$ cat config.mk
export PLATFORM = sky130hd
export DESIGN_NAME = wx
export DESIGN_NICKNAME = d
export VERILOG_FILES = /design/src/rtl/wx_pkg.sv /design/src/rtl/wx_route_fifo.sv /design/src/rtl/wx.sv
export SDC_FILE = /design/constraint.sdc
export NUM_CORES = 1
export LEC_CHECK = 0
export CAP_MARGIN = 20
export CORE_ASPECT_RATIO = 0.9
export CORE_MARGIN = 2
export CORE_UTILIZATION = 33
export DETAILED_ROUTE_END_ITERATION = 8
export GPL_ROUTABILITY_DRIVEN = 0
export PLACE_DENSITY = 0.87
export SLEW_MARGIN = 5
export SYNTH_ARGS = -nofsm -noshare
export SYNTH_HDL_FRONTEND = slang
export SYNTH_SLANG_ARGS = --single-unit
$ cat constraint.sdc
create_clock -name clk -period 3.55 [get_ports clk]
set_input_delay 0.71 -clock clk [delete_from_list [all_inputs] [get_ports clk]]
set_output_delay 0.71 -clock clk [all_outputs]
set_load 0.1 [all_outputs]
$ cat src/rtl/wx_pkg.sv
// ============================================================================
//  Module      : wx_pkg
//  Description : Shared AXI W-channel routing types and constants for wx.
//  Revision    : 1.0 - initial release
// ============================================================================
`default_nettype none
`ifndef AXI_DATA_BITS
`define AXI_DATA_BITS 32
`endif
`ifndef AXI_STRB_BITS
`define AXI_STRB_BITS 4
`endif

package wx_pkg;

  localparam int W_ROUTE_DEPTH = 2;
  localparam int W_LEN_BITS    = 4;

  typedef enum logic [1:0] {
    SLV_S0      = 2'd0,
    SLV_S1      = 2'd1,
    SLV_S2      = 2'd2,
    SLV_DEFAULT = 2'd3
  } route_slave_t;

  typedef struct packed {
    logic                  master;
    route_slave_t          slave;
    logic [W_LEN_BITS-1:0] len;
  } route_entry_t;

endpackage
`default_nettype wire

$ cat src/rtl/wx_route_fifo.sv
// ============================================================================
//  Module      : wx_route_fifo
//  Description : Circular in-order route queue; head is visible combinationally.
//  Revision    : 1.0 - initial release
// ============================================================================
`default_nettype none

module wx_route_fifo #(
  parameter int DEPTH = 2,
  parameter int WIDTH = 7
) (
  input  logic                   clk,
  input  logic                   rst_n,
  input  logic                   push,
  input  logic                   pop,
  input  logic [WIDTH-1:0]       din,
  output logic                   full,
  output logic                   empty,
  output logic [$clog2(DEPTH):0] count,
  output logic [WIDTH-1:0]       head
);
  import wx_pkg::*;

  localparam int PW = $clog2(DEPTH);
  localparam int CW = PW + 1;

  logic [WIDTH-1:0] mem [DEPTH];
  logic [PW-1:0]    wr_ptr;
  logic [PW-1:0]    rd_ptr;
  logic             push_ok;
  logic             pop_ok;

  assign full    = (count == CW'(DEPTH));
  assign empty   = (count == '0);
  assign push_ok = push & ~full;
  assign pop_ok  = pop & ~empty;
  assign head    = mem[rd_ptr];

  always_ff @(posedge clk or negedge rst_n) begin
    if (!rst_n) begin
      wr_ptr <= '0;
      rd_ptr <= '0;
      count  <= '0;
      for (int i = 0; i < DEPTH; i++) mem[i] <= '0;
    end else begin
      if (push_ok) begin
        mem[wr_ptr] <= din;
        wr_ptr      <= wr_ptr + PW'(1);
      end
      if (pop_ok) rd_ptr <= rd_ptr + PW'(1);
      case ({push_ok, pop_ok})
        2'b10:   count <= count + CW'(1);
        2'b01:   count <= count - CW'(1);
        default: count <= count;
      endcase
    end
  end

endmodule
`default_nettype wire

$ cat src/rtl/wx.sv
// ============================================================================
//  Module      : wx
//  Description : AXI W-channel router; forwards bursts master->slave in AW order.
//  Revision    : 1.0 - initial release
// ============================================================================
`default_nettype none
`ifndef AXI_DATA_BITS
`define AXI_DATA_BITS 32
`endif
`ifndef AXI_STRB_BITS
`define AXI_STRB_BITS 4
`endif

module wx
  import wx_pkg::*;
#(
  parameter int ROUTE_DEPTH = W_ROUTE_DEPTH,
  parameter int LEN_BITS    = W_LEN_BITS
) (
  input  logic                      clk,
  input  logic                      rst_n,
  input  logic                      route_push,
  input  logic                      route_master,
  input  logic [1:0]                route_slave,
  input  logic [LEN_BITS-1:0]       route_len,
  output logic                      route_full,
  output logic                      wlast_err,
  input  logic [`AXI_DATA_BITS-1:0] WDATA_M0,
  input  logic [`AXI_STRB_BITS-1:0] WSTRB_M0,
  input  logic                      WLAST_M0,
  input  logic                      WVALID_M0,
  output logic                      WREADY_M0,
  input  logic [`AXI_DATA_BITS-1:0] WDATA_M1,
  input  logic [`AXI_STRB_BITS-1:0] WSTRB_M1,
  input  logic                      WLAST_M1,
  input  logic                      WVALID_M1,
  output logic                      WREADY_M1,
  output logic [`AXI_DATA_BITS-1:0] WDATA_S0,
  output logic [`AXI_STRB_BITS-1:0] WSTRB_S0,
  output logic                      WLAST_S0,
  output logic                      WVALID_S0,
  input  logic                      WREADY_S0,
  output logic [`AXI_DATA_BITS-1:0] WDATA_S1,
  output logic [`AXI_STRB_BITS-1:0] WSTRB_S1,
  output logic                      WLAST_S1,
  output logic                      WVALID_S1,
  input  logic                      WREADY_S1,
  output logic [`AXI_DATA_BITS-1:0] WDATA_S2,
  output logic [`AXI_STRB_BITS-1:0] WSTRB_S2,
  output logic                      WLAST_S2,
  output logic                      WVALID_S2,
  input  logic                      WREADY_S2
);

  localparam int EW = 3 + LEN_BITS;
  localparam int CW = $clog2(ROUTE_DEPTH) + 1;

  localparam logic [0:0] ST_IDLE   = 1'b0;
  localparam logic [0:0] ST_ACTIVE = 1'b1;

  logic [0:0]                state_q, state_d;
  logic [EW-1:0]             head;
  logic                      q_empty;
  logic [CW-1:0]             q_count;
  logic                      push_ok;
  logic                      head_m;
  route_slave_t              head_s;
  logic [LEN_BITS-1:0]       head_len;
  logic [`AXI_DATA_BITS-1:0] sel_data;
  logic [`AXI_STRB_BITS-1:0] sel_strb;
  logic                      sel_last;
  logic                      sel_valid;
  logic                      sel_ready;
  logic                      hs;
  logic                      pop;
  logic [LEN_BITS-1:0]       beat_cnt;

  assign push_ok  = route_push & ~route_full;
  assign head_m   = head[EW-1];
  assign head_s   = route_slave_t'(head[LEN_BITS+1:LEN_BITS]);
  assign head_len = head[LEN_BITS-1:0];

  assign sel_data  = head_m ? WDATA_M1  : WDATA_M0;
  assign sel_strb  = head_m ? WSTRB_M1  : WSTRB_M0;
  assign sel_last  = head_m ? WLAST_M1  : WLAST_M0;
  assign sel_valid = head_m ? WVALID_M1 : WVALID_M0;

  assign hs  = (state_q == ST_ACTIVE) & sel_valid & sel_ready;
  assign pop = hs & sel_last;

  wx_route_fifo #(
    .DEPTH (ROUTE_DEPTH),
    .WIDTH (EW)
  ) u_route_fifo (
    .clk   (clk),
    .rst_n (rst_n),
    .push  (route_push),
    .pop   (pop),
    .din   ({route_master, route_slave, route_len}),
    .full  (route_full),
    .empty (q_empty),
    .count (q_count),
    .head  (head)
  );

  always_ff @(posedge clk or negedge rst_n) begin
    if (!rst_n) state_q <= ST_IDLE;
    else        state_q <= state_d;
  end

  // ACTIVE tracks a non-empty queue; the last entry leaving without a refill drops to IDLE.
  always_comb begin
    state_d = state_q;
    case (state_q)
      ST_IDLE:   if (push_ok) state_d = ST_ACTIVE;
      ST_ACTIVE: if (pop && !push_ok && q_count == CW'(1)) state_d = ST_IDLE;
      default:   state_d = ST_IDLE;
    endcase
  end

  always_comb begin
    sel_ready = 1'b0;
    WREADY_M0 = 1'b0;
    WREADY_M1 = 1'b0;
    WDATA_S0  = '0; WSTRB_S0 = '0; WLAST_S0 = 1'b0; WVALID_S0 = 1'b0;
    WDATA_S1  = '0; WSTRB_S1 = '0; WLAST_S1 = 1'b0; WVALID_S1 = 1'b0;
    WDATA_S2  = '0; WSTRB_S2 = '0; WLAST_S2 = 1'b0; WVALID_S2 = 1'b0;
    if (state_q == ST_ACTIVE && !q_empty) begin
      case (head_s)
        SLV_S0: begin
          WDATA_S0 = sel_data; WSTRB_S0 = sel_strb;
          WLAST_S0 = sel_last; WVALID_S0 = sel_valid;
          sel_ready = WREADY_S0;
        end
        SLV_S1: begin
          WDATA_S1 = sel_data; WSTRB_S1 = sel_strb;
          WLAST_S1 = sel_last; WVALID_S1 = sel_valid;
          sel_ready = WREADY_S1;
        end
        SLV_S2: begin
          WDATA_S2 = sel_data; WSTRB_S2 = sel_strb;
          WLAST_S2 = sel_last; WVALID_S2 = sel_valid;
          sel_ready = WREADY_S2;
        end
        default: sel_ready = 1'b1;  // default sink swallows every beat
      endcase
      if (head_m) WREADY_M1 = sel_ready;
      else        WREADY_M0 = sel_ready;
    end
  end

  // Count mismatches are only reported; the master's WLAST alone ends a burst.
  always_ff @(posedge clk or negedge rst_n) begin
    if (!rst_n) begin
      beat_cnt  <= '0;
      wlast_err <= 1'b0;
    end else begin
      wlast_err <= hs & (sel_last != (beat_cnt == head_len));
      if (hs) beat_cnt <= sel_last ? '0 : beat_cnt + LEN_BITS'(1);
    end
  end

endmodule
`default_nettype wire

==> results.sh <==
export IMPL_worstPathMaxFanout=17
export IMPL_hold_depth=1
export IMPL_io_pins=207
export IMPL_post_cts_buffers=0
export IMPL_cts_buffer_depth=2
export IMPL_remaining_drc_errors=0
export IMPL_area_delta_synth_final_pct=156.5
export IMPL_h_tree_depth=1
export IMPL_wl_met3_um=756
export IMPL_antenna_found_initial=0
export IMPL_layout_area_seq_um2=600.6
export IMPL_synth_compound_area_share_pct=5.835
export IMPL_nets=573
export IMPL_clkTransAtPathRegs_ns=0.08
export IMPL_setup_violations=0
export IMPL_topRoutingLayerUsed="met4"
export IMPL_layout_drive_gt1_share_pct=31.80
export IMPL_fin_setup_tns_ns=0
export IMPL_dp_hpwl_um=9795
export IMPL_wl_met2_um=6461
export IMPL_drt_met1_wl_um=4110
export IMPL_synth_edff_count=0
export IMPL_vias=2854
export IMPL_yosysUniqueCellTypes=37
export IMPL_multi_input_area_mm2=0.001471
export IMPL_rrSetupSlack_ns=0.75
export IMPL_grt_pass1_wl_um=16840
export IMPL_fin_cells=565
export IMPL_syn_area_mm2=0.002166
export IMPL_critPathKind="flip-flop to output pin"
export IMPL_grt_pass1_vias=3030
export IMPL_syn_inst=275
export IMPL_slew_headroom_pct=33.46
export IMPL_async_flop_share_pct=100.0
export IMPL_synth_top_family_by_area="multiplexers"
export IMPL_final_area_mm2=0.005555
export IMPL_slew_violations=0
export IMPL_crit_required_ns=2.84
export IMPL_ys_ff_latch=24
export IMPL_hold_class="flip-flop to flip-flop"
export IMPL_fmax_ghz=0.3016
export IMPL_min_from="u_route_fifo.mem[8]"
export IMPL_arrival_ns=2.61
export IMPL_synthTopCellsByCount="118 x nor2_1, 41 x mux2i_1, 24 x dfrtp_1"
export IMPL_hold_viol_final=0
export IMPL_core_mm2=0.006216
export IMPL_overflow=0
export IMPL_ys_warnings_count=0
export IMPL_rsz0062_at_grt="false"
export IMPL_drt_iter0_drc=122
export IMPL_synth_xor_area_share_pct=3.640
export IMPL_grt_usage_pct=30.96
export IMPL_place_port_buffers=206
export IMPL_n_fill_cell=278
export IMPL_cts_root_buffer="clkbuf_8"
export IMPL_end_kind="output pin"
export IMPL_period_share_pct=93.39
export IMPL_ctsHoldBuffers=0
export IMPL_fp_dieW_um=89.40
export IMPL_dr_pass1_iters=4
export IMPL_syn_num_nets=369
export IMPL_routedWlPerCell_um=20.85
export IMPL_fin_hold_ws_ns=0.5146
export IMPL_synth_area_mux_share_pct=28.48
export IMPL_floorplan_die_area_mm2=0.007228
export IMPL_syn_area_per_cell_um2=7.876
export IMPL_maxCapViolCount=0
export IMPL_place_area_mm2=0.005473
export IMPL_hold_end="u_route_fifo.mem[8]"
export IMPL_final_setup_skew_ns=0.004222
export IMPL_totalWireLength_um=11780
export IMPL_drtAntennaViolNets=0
export IMPL_clkSinkCount=24
export IMPL_cts_buffers=3
export IMPL_dp_cells=560
export IMPL_cts_tree="built"
export IMPL_cts_resized=0
export IMPL_grt_max_degree=38
export IMPL_status="finished, final reports clean"
export IMPL_vias_per_cell=5.051
export IMPL_rows=27
export IMPL_worst_slew_pin_transition_ns=0.9951
export IMPL_synth_top_cell_area_share_pct=27.73
export IMPL_ys_seq_area_share_pct=27.73
export IMPL_synth_ff_type="dfrtp_1"
export IMPL_period_minus_slack_ns=3.315
export IMPL_yosysMostFrequentCell="nor2_1"
export IMPL_synth_top_area_cell="dfrtp_1"
export IMPL_synthTopCellsByArea="dfrtp_1 28%, nor2_1 20%, mux2i_1 19%, mux2_2 7.8%, xnor2_1 3.2%"
export IMPL_diodes=0
export IMPL_worstReg2RegStart="u_route_fifo.rd_ptr"
export IMPL_synth_simple_area_share_pct=27.09
export IMPL_post_synth_fa_ha_maj_area_fraction_pct=2.889
export IMPL_cp_start_kind="flip-flop"
export IMPL_start_util_pct=34.84
export IMPL_r2r_end="u_route_fifo.count[1]"
export IMPL_clk_latency_ns=0.27
export IMPL_rr_worst_depth=7
export IMPL_die_h_um=80.86
==> kinds of logic (layout without fill, tap and decap cells) <==
group / count (synthesis) / after routing
adder cells (fa/ha/maj): 5 / 5
buffers and inverters: 20 / 223
AO/OA/AOI/OAI: 16 / 16
AND/OR/NAND/NOR: 143 / 143
flip-flops: 24 / 24
multiplexers: 58 / 58
XOR/XNOR: 9 / 9
==> area by class of cell <==
| class | count | share of cell area [%] |
|---|---|---|
| tap | 87 | 1.959 |
| clock buffer | 3 | 0.7432 |
| sequential | 24 | 10.81 |
| inverter | 5 | 0.3378 |
| multi-input combinational | 231 | 26.49 |
| timing repair buffer | 214 | 59.12 |
| clock inverter | 1 | 0.5405 |
==> layout by cell type (no fill, tap or decap), types with 2 or more instances in the layout <==
master           netlist  routed
nand2b_1               3       3
buf_4                  1       8
mux2_2                15      15
dfrtp_1               24      24
nor4_1                 2       2
buf_12                 0     116
o21ai_0                6       6
nor2_1               118     118
xnor2_1                8       8
and3_1                 3       3
nor2b_1                2       2
nand2_1                7       7
ha_1                   5       5
clkbuf_8               0       3
inv_1                  5       5
mux2i_1               41      41
o31ai_1                2       2
clkdlybuf4s50_1        0      89
==> worst max path at each step <==
stage / cells after the start / to / from / slack, ns
after floorplan: 7 / WDATA_S0[0] / u_route_fifo.count[0] / 0.19
after global placement: 7 / WREADY_M1 / WREADY_S1 / 0.47
after detailed placement: 7 / WREADY_M1 / WREADY_S1 / 0.43
after CTS: 5 / WLAST_S1 / u_route_fifo.rd_ptr / 0.29
after global routing: 5 / WLAST_S2 / u_route_fifo.rd_ptr / 0.07
final: 5 / WLAST_S1 / u_route_fifo.rd_ptr / 0.23
==> routing by layer <==
metal	up-vias	global-route usage [%]
met3	36	6.606
met1	1358	32.44
met4	0	11.19
li1	1326	-
met2	134	59.78
met5	-	0
==> registers in the layout, summed over array words and instances, names as in the netlist <==
name,count
wlast_err,1
u_route_fifo.mem,14
u_route_fifo.count,2
state_q,1
beat_cnt,4
u_route_fifo.wr_ptr,1
u_route_fifo.rd_ptr,1
==> stage by stage <==
stage	utilization [%]	worst slack, ns
after CTS	89.19	0.2866
after floorplan	-	0.1933
after global routing	89.37	0.06856
after detailed placement	88.04	0.4294
final	89.37	0.2347
after global placement	88.04	0.4664
==> critical path, stage by stage (launching register included) <==
cell and delay [ns]:
dfrtp_1 0.72, mux2i_4 0.33, buf_4 0.31, mux2i_1 0.60
nor2_1 0.16, buf_12 0.21
Power is left out: the tool's default activity adds up to more than one toggle a clock period on the data nets, which glitch-free logic cannot reach.
